[src/rtl/obstacle_scroller.sv]
// Side-scrolling obstacle field: NUM_BLOCKS blocks slide left by `speed`
// pixels per enabled tick and respawn past the right screen edge at a
// pseudo-random gap and height.
module obstacle_scroller #(
    parameter int          NUM_BLOCKS = 4,
    parameter int          COORD_W    = 11,
    parameter int          Y_W        = 10,
    parameter int          SCREEN_W   = 640,
    parameter int          BLOCK_W    = 16,
    parameter int          SPACING    = 160,
    parameter int          GROUND_TOP = 400,
    parameter int          AIR_OFFSET = 15,
    parameter int          GAP_W      = 5,
    parameter logic [15:0] LFSR_SEED  = 16'hACE1
) (
    input  logic                          slowed_clock,
    input  logic                          reset,
    input  logic                          enable,
    input  logic [2:0]                    speed,
    output logic [NUM_BLOCKS*COORD_W-1:0] block_x,
    output logic [NUM_BLOCKS*Y_W-1:0]     block_y,
    output logic [NUM_BLOCKS-1:0]         block_air,
    output logic [NUM_BLOCKS-1:0]         respawn,
    output logic [15:0]                   respawn_count
);

    localparam logic [COORD_W:0] SPAWN_BASE = (COORD_W+1)'(SCREEN_W + BLOCK_W);
    localparam logic [Y_W-1:0]   Y_GROUND   = Y_W'(GROUND_TOP);
    localparam logic [Y_W-1:0]   Y_AIR      = Y_W'(GROUND_TOP - AIR_OFFSET);

    // x is kept as the block's right edge so it stays positive while the
    // block's left edge slides off screen.
    logic [COORD_W-1:0]    x_q [NUM_BLOCKS];
    logic [COORD_W-1:0]    x_d [NUM_BLOCKS];
    logic [Y_W-1:0]        y_q [NUM_BLOCKS];
    logic [Y_W-1:0]        y_d [NUM_BLOCKS];
    logic [NUM_BLOCKS-1:0] air_q, air_d;
    logic [NUM_BLOCKS-1:0] respawn_q, respawn_d;
    logic [15:0]           count_q, count_d;
    logic [15:0]           lfsr_q, lfsr_d;

    logic [COORD_W:0]      speed_w;
    logic                  lfsr_fb;
    logic                  claimed;

    function automatic logic [COORD_W-1:0] reset_x(input int idx);
        return COORD_W'(SCREEN_W + BLOCK_W + idx * SPACING);
    endfunction

    // Next-state: advance the field one step; only the lowest-index eligible
    // block respawns, the others wait in place for later ticks.
    always_comb begin
        for (int i = 0; i < NUM_BLOCKS; i++) begin
            x_d[i] = x_q[i];
            y_d[i] = y_q[i];
        end
        air_d     = air_q;
        respawn_d = '0;
        count_d   = count_q;
        lfsr_d    = lfsr_q;
        claimed   = 1'b0;
        speed_w   = (COORD_W+1)'(speed);
        lfsr_fb   = lfsr_q[15] ^ lfsr_q[13] ^ lfsr_q[12] ^ lfsr_q[10];

        if (enable) begin
            lfsr_d = {lfsr_q[14:0], lfsr_fb};
            for (int i = 0; i < NUM_BLOCKS; i++) begin
                if ({1'b0, x_q[i]} <= speed_w) begin
                    if (!claimed) begin
                        claimed      = 1'b1;
                        x_d[i]       = COORD_W'(SPAWN_BASE + (COORD_W+1)'(lfsr_q[GAP_W-1:0]));
                        air_d[i]     = lfsr_q[15];
                        y_d[i]       = lfsr_q[15] ? Y_AIR : Y_GROUND;
                        respawn_d[i] = 1'b1;
                    end
                end else begin
                    x_d[i] = COORD_W'({1'b0, x_q[i]} - speed_w);
                end
            end
            if (claimed) begin
                count_d = count_q + 16'd1;
            end
        end
    end

    // State register with synchronous reset taking priority over enable.
    always_ff @(posedge slowed_clock) begin
        if (reset) begin
            for (int i = 0; i < NUM_BLOCKS; i++) begin
                x_q[i] <= reset_x(i);
                y_q[i] <= Y_GROUND;
            end
            air_q     <= '0;
            respawn_q <= '0;
            count_q   <= '0;
            lfsr_q    <= LFSR_SEED;
        end else begin
            for (int i = 0; i < NUM_BLOCKS; i++) begin
                x_q[i] <= x_d[i];
                y_q[i] <= y_d[i];
            end
            air_q     <= air_d;
            respawn_q <= respawn_d;
            count_q   <= count_d;
            lfsr_q    <= lfsr_d;
        end
    end

    // Pack per-block registers onto the flat output buses.
    always_comb begin
        block_x = '0;
        block_y = '0;
        for (int i = 0; i < NUM_BLOCKS; i++) begin
            block_x[i*COORD_W +: COORD_W] = x_q[i];
            block_y[i*Y_W +: Y_W]         = y_q[i];
        end
    end

    assign block_air     = air_q;
    assign respawn       = respawn_q;
    assign respawn_count = count_q;

endmodule

[config.mk]
export PLATFORM = sky130hd
export DESIGN_NAME = obstacle_scroller
export DESIGN_NICKNAME = d
export VERILOG_FILES = /design/src/rtl/obstacle_scroller.sv
export SDC_FILE = /design/constraint.sdc
export NUM_CORES = 1
export LEC_CHECK = 0
export ABC_AREA = 1
export BUFFER_PORTS_ARGS = -buffer_cell sky130_fd_sc_hd__buf_4
export CAP_MARGIN = 20
export CORE_MARGIN = 8
export CORE_UTILIZATION = 50
export CTS_CLUSTER_DIAMETER = 30
export DETAILED_ROUTE_END_ITERATION = 10
export PLACE_DENSITY = 0.8
export SLEW_MARGIN = 10
export SYNTH_ARGS = -nofsm -noshare
export SYNTH_HDL_FRONTEND = slang
export SYNTH_SLANG_ARGS = --single-unit
[constraint.sdc]
create_clock -name slowed_clock -period 3.1 [get_ports slowed_clock]
set_input_delay 0.155 -clock slowed_clock [delete_from_list [all_inputs] [get_ports slowed_clock]]
set_output_delay 0.155 -clock slowed_clock [all_outputs]
set_load 0.01 [all_outputs]
==> run summary, run 1 <==
First-pass GRT wire length = 22.1 mm
RSZ-0062 raised after global routing = no
Total of max-cap violations = 0
Slew @ Worst Pin = 0.554 ns
Yosys warning total = 0
Max VDD drop = 215 uV
Most frequent cells in the layout = nand2_1 (159), nor2_1 (108), dfxtp_1 (88), buf_4 (82), nand3_1 (72)
Antenna Cells = 0
Max transition margin = 62.8%
# DRC = 0
Synth Register Bits = 88
Hold Path Class = in2reg
Fin nets = 857
CP required = 3.36 ns
Die ar. = 14300 sq um
Largest net degree at the start of global routing = 50
CTS max path bufs = 2
Critical path launch point type = register
Slew Limit Fails = 0
Cells after synthesis = 767
Starting density of the core = 51.7%
Clock skew = 0.0102 ns
Leading cell type in the layout, fill and taps excluded = nand2_1
Per-cell routed wire length = 13.5 um
CTS Buf Count = 9
Layout cells sized above 1 = 17.8%
Worst skew pair latency = 0.36 ns
Port-buffer cells = 81
WL final = 13.2 mm
Synth cell types = 42
Die width = 120 um
Final period utilization = 68.7%
GRT Overall Usage = 18.5%
FP Rows = 37
Pleak = 2.81 nW
Util after Layout = 58.7%
Clk pin slew, worst setup/hold paths = 0.09 ns
Final setup fails = 0
Fillers = 1026
Power per cell area = 446 nW/um^2
# Post-CTS Setup Buffers = 0
Initial DRC count = 362
Synthesized cell area = 5360 sq um
Final min period = 2.13 ns
CTS tree = done
Final Hold Vio Count = 0
CTS Hold Bufs = 0
Via count = 4975
Fin Setup TNS = 0 ns
Antenna-violating nets left = 0
Antenna violations before repair = 0
WHS = 0.209 ns
EDFF count, synth = 0
Status = completed
GRT Residual Overflow = 0
Synth Flop Type = dfxtp_1
Hold_sp = reset
Worst Setup End Kind = register
Num Clock Sinks = 88
CP Max Fanout = 13
Sequential element share of the synthesized area = 32.9%
I/O pin count = 114
Via density = 5.10
Post-DP HPWL = 9.95 mm
Syn Area/Cell = 6.99 sq um
Vias in the first global route = 4752
Gpl congestion = 0.921
Worst r2r src = x_q[1][2]
CTS root buf = clkbuf_8
Post_cts resized = 0
Asr flop ratio synth = 0%
Core ar. = 10400 sq um
Synthesis-to-layout area growth = 13.6%
Fin cells = 975
H-tree depth = 3
Die Height = 120 um
Router iterations before antenna repair = 5
Crit path kind = reg2reg
Fmax = 470 MHz
Worst Setup SP = x_q[1][2]
Placed insts = 959
Worst EP arrival = 2.39 ns
## synth_stat cells (3+ instances only)
master | instances | area share, %
nor3_1 | 15 | 1.4
nand3_1 | 72 | 6.7
o21ai_0 | 40 | 3.7
nand2_8 | 3 | 1.1
nor2_1 | 108 | 7.6
nand2_2 | 20 | 2.3
a31oi_1 | 3 | 0.35
fa_1 | 4 | 1.5
dfxtp_1 | 88 | 33
inv_1 | 68 | 4.8
a21oi_1 | 25 | 2.3
xnor2_1 | 7 | 1.1
buf_4 | 39 | 5.5
a21oi_2 | 11 | 1.8
nor2_2 | 3 | 0.35
xor2_1 | 23 | 3.8
nand3b_1 | 5 | 0.70
nand4_1 | 7 | 0.82
o21ai_1 | 6 | 0.56
ha_1 | 13 | 3.0
inv_2 | 5 | 0.35
o211ai_1 | 4 | 0.56
buf_6 | 3 | 0.63
nand2_4 | 3 | 0.63
clkbuf_1 | 9 | 0.63
buf_2 | 4 | 0.37
nand2_1 | 159 | 11
## worst max-delay path, cell delays in order, from the launching register on
cell and delay [ns]:
dfxtp_1 0.34, ha_1 0.37, nand3_1 0.11, nand2_2 0.11
nand2_1 0.07, nand2_2 0.22, nand2_4 0.13, o21ai_1 0.15
nand2_1 0.25, nor2_1 0.21, nor2_1 0.06
## cell type report
cell class	instances	area, sq um	share of cell area, %
Tap cell	136	170	2.80
Clock buffer	12	155	2.55
Sequential cell	88	1760	28.9
Timing Repair Buffer	82	616	10.1
Multi-Input combinational cell	578	3030	49.7
Clock inverter	4	76.3	1.25
Inverter	75	282	4.62
## final timing paths
check	cells past startpoint	end	slack, ns
max reg2reg	10	x_q[3][3]	0.97
min	2	respawn[1]	0.21
max	10	x_q[3][3]	0.97
min reg2reg	2	y_q[1][4]	0.47
## registers in the layout, indices dropped and copies added, names as in the netlist
name and cells:
y_q 8, respawn 4, x_q 44, respawn_count 16, lfsr_q 16
## where the power goes
part | switching, W | internal, W | leakage, nW | total (W)
clock network | 0.000402 | 0.000500 | 0.113 | 0.000902
logic | 0.000330 | 0.000211 | 1.98 | 0.000541
registers | 0.0000812 | 0.00119 | 0.721 | 0.00127
## per-stage QoR
| stage | power, W | setup slack [ns] | area [sq um] |
|---|---|---|---|
| after floorplan | 0.00170 | 1.26 | 5470 |
| after global placement | 0.00183 | 0.844 | 5860 |
| after detailed placement | 0.00184 | 0.796 | 5860 |
| after CTS | 0.00273 | 0.992 | 6090 |
| after global routing | 0.00287 | 0.770 | 6090 |
| final | 0.00272 | 0.971 | 6090 |
## routing by layer
layer | vias up | GRT usage [%] | part of all wire, %
li1 | 2534 | - | -
met4 | 0 | 6.56 | 1.5
met5 | - | 0 | 0
met3 | 18 | 4.64 | 7.0
met1 | 2253 | 21.9 | 43
met2 | 170 | 31.7 | 48
## logic make-up after synthesis
family	count (synthesis)	synth area share, %
and+or+nand+nor	403	34.4
other	2	0.140
buffers and inverters	131	12.7
xor gates and xnor gates	30	4.90
adders and majority gates	17	4.53
DFF	88	32.9
AOI/OAI and AO/OA	96	10.4
Power figures use the tool's default switching activity.
==> run 2, diff against run 1 <==
ABC_AREA = 0   (was 1)
PLACE_DENSITY = 0.81   (was 0.8)
clock period = 2.15 ns   (was 3.1 ns; I/O delays follow)
==> run 2 against run 1 <==
Against the previous run: the run now ends with negative setup slack left; flip-flop and latch count did not move; maximum frequency fell by 23%; register-to-register slack got worse by 1.6 ns; core utilization rose by 18 points; non-clock buffer count rose by 138; sequential power rose by 43%; count of clock-buffer cells in the layout did not move; first-iteration DRC count rose by 20%; via count rose by 9.6%; sequential share of layout area fell by 3.9 points; global-route usage rose by 4.5 points; synthesized area fell by 11%.
==> run summary, run 2 <==
Final setup margin = -0.598 ns (-1.57 ns)
Yosys warning total = 0 (unchanged)
Commonest cells in the netlist = dfxtp_1 (88), nand2_1 (65), a21oi_1 (44)
P_int = 0.00301 W (+58%)
Met3 WL post-DR = 1.51 mm (+64%)
Initial DRC count = 435 (+20%)
Port-buffer cells = 81 (unchanged)
Die ar. = 12900 sq um (-9.5%)
Synth Register Bits = 88 (unchanged)
H-tree depth = 3 (unchanged)
Worst Setup End Kind = register
Met2 routed WL = 9.04 mm (+43%)
WL final = 17.9 mm (+36%)
Leading cell type in the layout, fill and taps excluded = buf_4
Fin Setup TNS = -14.63 ns (-14.63 ns)
Sw frac = 33.2% (+3.3 points)
CTS Buf Count = 9 (unchanged)
Synthesized cell area = 4770 sq um (-11%)
Crit path kind = reg2reg
Antenna-violating nets left = 0 (unchanged)
CTS tree = done
RR Endpoint = respawn_count[13]
CP Max Fanout = 4 (-9)
FP Rows = 35 (-5.4%)
Synth area leaders = dfxtp_1 (37%), buf_4 (5.7%), nand2_1 (5.1%), a21oi_1 (4.6%), mux2i_1 (4.6%)
Antenna violations before repair = 0 (unchanged)
Layout cells sized above 1 = 39.9% (+22 points)
Slew @ Worst Pin = 0.723 ns (+0.169 ns)
Via count = 5452 (+9.6%)
Final period utilization = 128% (+59 points)
Most frequent cells in the layout = buf_4 (199), dfxtp_1 (78), nand2_1 (62), nor2_1 (39), a21oi_1 (38)
Router iterations before antenna repair = 5 (unchanged)
Core ar. = 9240 sq um (-11%)
Final min period = 2.75 ns (+0.618 ns)
CP required = 2.44 ns (-0.92 ns)
Total of max-cap violations = 0 (unchanged)
Synthesis-to-layout area growth = 48.2%
Top reg by flops = x_q
Sw power = 0.00150 W (+84%)
GRT Residual Overflow = 0 (unchanged)
Per-cell routed wire length = 19.7 um (+46%)
Synth Flop Type = dfxtp_1
Slew Limit Fails = 0 (unchanged)
Clock power share = 26.5% (-6.7 points)
Antenna Cells = 0 (unchanged)
Reg power frac = 40.2% (-6.7 points)
Vias in the first global route = 5151 (+8.4%)
Yosys top cell by area = dfxtp_1
Comb pwr share = 33.3% (+13 points)
Worst skew pair latency = 0.37 ns (about the same)
Top Metal Used = met4
Worst Setup EP = respawn_count[13]
Max transition margin = 51.3% (-11 points)
Starting density of the core = 51.6% (about the same)
GRT Overall Usage = 23.0% (+4.5 points)
Worst r2r src = x_q[3][7]
Reg2Reg Depth = 6 (-4)
Power per cell area = 637 nW/um^2 (+43%)
Final setup fails = 42 (+42)
I/O pin count = 114 (unchanged)
Num Clock Sinks = 88 (unchanged)
EDFF count, synth = 0 (unchanged)
Max reg flops = 44 (unchanged)
Final Hold Vio Count = 0 (unchanged)
FF-to-FF setup slack = -0.60 ns (-1.57 ns)
Fin nets = 797 (-7.0%)
RSZ-0062 raised after global routing = yes
Die Height = 114 um (-4.9%)
Fmax = 364 MHz (-23%)
Synth cell types = 59 (+40%)
Asr flop ratio synth = 0% (unchanged)
Largest net degree at the start of global routing = 63 (+26%)
First-pass GRT wire length = 24.6 mm (+11%)
Max VDD drop = 351 uV (+63%)
Gpl congestion = 0.907 (-1.5%)
Metal-1 WL = 6.53 mm (+14%)
Pleak = 2.99 nW (+6.5%)
Post-DP HPWL = 11.2 mm (+12%)
Failing checks = negative setup slack
Total power = 0.00451 W (+66%)
CTS root buf = clkbuf_8
Status = finished, violations left
Via density = 6.00 (+18%)
Sequential element share of the synthesized area = 36.9% (+4.0 points)
Critical path launch point type = register
# DRC = 0 (unchanged)
Clk pin slew, worst setup/hold paths = 0.09 ns (about the same)
Clock skew = 0.0195 ns (+0.00924 ns)
Worst Setup SP = x_q[3][7]
Cells after synthesis = 577 (-25%)
Die width = 114 um (-4.9%)
Worst EP arrival = 3.03 ns (+0.64 ns)
Count leader, synth = dfxtp_1
Hold Path Class = in2reg
Post-synth top area share = 36.9% (+4.0 points)
CTS max path bufs = 2 (unchanged)
Syn Area/Cell = 8.27 sq um (+18%)
run 2: what timing repair did:
item / CTS / global route
setup buffers: 11 / 12
gates cloned: 1 / 1
pin swaps: 12 / 38
gates resized for setup: 40 / 63
endpoints found under the setup margin: 50 / 53
hold buffers: 0 / 0
run 2: stage by stage:
step	cells	instance area [sq um]	worst slack [ns]	utilization [%]	hold slack, ns
after floorplan	607	5010	-0.548	-	0.412
final	908	7070	-0.598	76.6	0.102
after detailed placement	868	6240	-0.617	67.6	0.463
after global placement	868	6240	-0.535	67.6	0.453
after global routing	908	7070	-0.633	76.6	0.0929
after CTS	896	6710	-0.551	72.7	0.0813
run 2: how the worst min path moves through the flow:
stage | from | end | slack (ns) | cells past startpoint
floorplan | respawn[0] | respawn[0] | 0.41 | 0
finish | enable | x_q[0][5] | 0.10 | 3
global route | enable | x_q[0][5] | 0.09 | 3
detailed placement | lfsr_q[5] | lfsr_q[5] | 0.46 | 2
global placement | lfsr_q[5] | lfsr_q[5] | 0.45 | 2
CTS | enable | x_q[0][5] | 0.08 | 3
run 2: kinds of logic after synthesis:
family / count (synthesis) / share of synthesized area [%]
xor+xnor: 19 / 3.49
buf+inv: 87 / 9.75
mux: 23 / 4.85
fa+ha+maj: 17 / 5.09
flops: 88 / 36.9
compound gates: 142 / 18.9
other cells: 2 / 0.157
simple gates: 199 / 20.9
run 2: area by class of cell:
class                      count  area [sq um]
inverter                      22          86.3
tap                          129           161
timing repair buffer         220          1730
sequential                    88          1770
clock inverter                 4          53.8
multi-input combinational    433          3120
clock buffer                  12           145
fill                         591          2170
run 2: worst max-delay path, stage by stage (launching register included):
cell	delay [ns]
dfxtp_2	0.33
or4_4	0.56
or3_4	0.35
or4_4	0.49
a311o_1	0.33
or4_4	0.49
a21oi_2	0.13
run 2: routing by layer:
layer | track usage [%] | vias to the layer above
met1 | 25.4 | 2579
li1 | - | 2414
met3 | 4.54 | 91
met2 | 41.7 | 368
met4 | 10.3 | 0
met5 | 0 | -
run 2: power groups by stage:
| stage | Clock [W] | Sequential [W] | Combinational [W] |
|---|---|---|---|
| after floorplan | 0 | 0.00189 | 0.000624 |
| after global placement | 0 | 0.00183 | 0.00118 |
| after detailed placement | 0 | 0.00184 | 0.00123 |
| after CTS | 0.00119 | 0.00180 | 0.00130 |
| after global routing | 0.00126 | 0.00182 | 0.00158 |
| final | 0.00119 | 0.00181 | 0.00150 |
==> run 3, diff against run 2 <==
CTS_CLUSTER_SIZE = 8   (was unset)
PLACE_DENSITY = 0.84   (was 0.81)
==> run 3 against run 2 <==
Against the previous run: the flow still finishes with violations (negative setup slack); die area did not move; critical path type unchanged; design area rose by 3.4%; hold slack improved by 0.20 ns; clock skew fell by 0.010 ns; sequential power barely moved; maximum frequency rose by 0.89%; largest cell class unchanged; global-route usage rose by 1.6 points.
==> run summary, run 3 (same netlist as run 2, synthesis figures left out) <==
Max reg flops = 44 (unchanged)
Final setup fails = 54 (+29%)
Via count = 5530 (+1.4%)
Most frequent cells in the layout = buf_4 (198), dfxtp_1 (76), nand2_1 (58), nor2_1 (36), conb_1 (32)
GRT Overall Usage = 24.6% (+1.6 points)
Final period utilization = 127% (-1.1 points)
Vias in the first global route = 5368 (+4.2%)
Clock skew = 0.00933 ns (-0.0101 ns)
CP required = 2.44 ns (about the same)
Synthesis-to-layout area growth = 53.2%
Final setup margin = -0.573 ns (+0.0243 ns)
Fmax = 367 MHz (+0.89%)
CTS tree = done
Util after Layout = 79.1% (+2.6 points)
Pleak = 3.08 nW (+2.7%)
# DRC = 0 (unchanged)
Fin nets = 804 (+0.88%)
Status = finished, violations left
Crit path kind = reg2reg
Num Clock Sinks = 88 (unchanged)
Die width = 114 um (unchanged)
Post-route cell area = 7310 sq um (+3.4%)
Pre-CTS setup slack = -0.555 ns (+0.0619 ns)
Max transition margin = 54.5% (+3.2 points)
First-pass GRT wire length = 26.1 mm (+6.1%)
Final Hold Vio Count = 0 (unchanged)
H-tree depth = 3 (unchanged)
Max VDD drop = 416 uV (+19%)
Worst Setup End Kind = register
Antenna violations before repair = 0 (unchanged)
CP Buf/Inv Count = 0 (unchanged)
Worst skew pair latency = 0.36 ns (about the same)
Worst EP arrival = 3.02 ns (about the same)
Top reg by flops = x_q
GRT Residual Overflow = 0 (unchanged)
Power per cell area = 645 nW/um^2 (+1.3%)
CP cell instances = or4_4, or3_4, or4_4, a311o_1, or4_1, a21oi_1
Crit-path leading delay family = simple AND/OR/NAND/NOR gates
Antenna-violating nets left = 0 (unchanged)
Clk pin slew, worst setup/hold paths = 0.09 ns (about the same)
Hold Path Class = in2reg
Antenna Cells = 0 (unchanged)
Cell mode on critical path = or4_4
Core ar. = 9240 sq um (unchanged)
Max incr delay on CP = 0.53 ns (-0.03 ns)
WL final = 19.0 mm (+6.2%)
Via density = 6.06 (+0.88%)
Instance area at placement = 6220 sq um (-0.36%)
Die ar. = 12900 sq um (unchanged)
Largest net degree at the start of global routing = 55 (-13%)
Final min period = 2.72 ns (-0.0243 ns)
RSZ-0062 raised after global routing = yes
CTS max path bufs = 2 (unchanged)
Die Height = 114 um (unchanged)
CTS root buf = clkbuf_8
Leading cell type in the layout, fill and taps excluded = buf_4
Slew Limit Fails = 0 (unchanged)
Critical path launch point type = register
FP Rows = 35 (unchanged)
Per-cell routed wire length = 20.8 um (+5.6%)
Layout cells sized above 1 = 44.4% (+4.5 points)
Failing checks = negative setup slack
Initial DRC count = 453 (+4.1%)
I/O pin count = 114 (unchanged)
Router iterations before antenna repair = 8 (+3)
Gpl congestion = 0.952 (+5.0%)
Slew @ Worst Pin = 0.680 ns (-0.0430 ns)
Post-DP HPWL = 10.9 mm (-2.1%)
CTS Buf Count = 9 (unchanged)
CP Max Fanout = 4 (unchanged)
Slowest library cell on the worst path = or4_4
Starting density of the core = 51.6% (unchanged)
Total of max-cap violations = 0 (unchanged)
Placed insts = 865 (-0.35%)
Port-buffer cells = 81 (unchanged)
Fin cells = 913 (+0.55%)
==> run 3: cell types whose count changed in the layout (fill, tap and decap cells not counted), sizes merged <==
cell,change
buf,+6
a22o,-1
bufinv,+1
clkbuf,-1
clkinv,-1
clkinvlp,-1
dlygate4sd3,+1
or2,+1
==> run 3: metal layers <==
metal	vias up	global-route usage [%]	wire length [um]	part of all wire, %
met5	-	0	0	0
met4	0	12.0	1040	5.5
met3	121	6.23	1790	9.4
met2	373	43.7	9330	49
met1	2629	26.7	6830	36
li1	2407	-	-	-
==> run 3: final cells by class <==
| type | instances | area [sq um] |
|---|---|---|
| Multi-Input combinational cell | 433 | 3240 |
| Fill cell | 523 | 1930 |
| Timing Repair Buffer | 227 | 1840 |
| Sequential cell | 88 | 1780 |
| Tap cell | 129 | 161 |
| Clock buffer | 11 | 141 |
| Inverter | 22 | 86.3 |
| Clock inverter | 3 | 67.6 |
==> run 3: final timing paths <==
| check | to | depth (start not counted) | from | slack, ns |
|---|---|---|---|---|
| setup / recovery | respawn_count[13] | 6 | x_q[3][7] | -0.57 |
| hold reg to reg | y_q[3][4] | 2 | y_q[3][4] | 0.49 |
| setup reg to reg | respawn_count[13] | 6 | x_q[3][7] | -0.57 |
| hold / removal | x_q[2][0] | 5 | speed[0] | 0.31 |
==> run 3: per-stage QoR <==
stage / power, W / hold WS (ns) / TNS [ns]
6_report: 0.00472 / 0.306 / -15.69
5_1_grt: 0.00489 / 0.325 / -18.31
4_1_cts: 0.00439 / 0.266 / -12.64
3_5_place_dp: 0.00305 / 0.361 / -15.76
3_3_place_gp: 0.00299 / 0.351 / -12.05
2_1_floorplan: 0.00252 / 0.412 / -11.35
==> run 3: power breakdown <==
part	switching, W	internal [W]	total [W]
registers	0.0000882	0.00173	0.00182
clock network	0.000583	0.000675	0.00126
logic	0.000868	0.000777	0.00164
total	0.00154	0.00318	0.00472
==> run 3: worst reg2reg max path, stage by stage (launching register included) <==
cell and delay (ns):
dfxtp_2 0.33, or4_4 0.53, or3_4 0.36, or4_4 0.48, a311o_1 0.36, or4_1 0.48, a21oi_1 0.13
==> run 3: what timing repair did <==
item	in CTS	in global routing
hold endpoints to repair	7	0
setup endpoints to repair	48	66
gates resized for setup	63	80
pin swaps	35	51
cloned	2	0
hold buffers	1	0
setup buffers	14	18
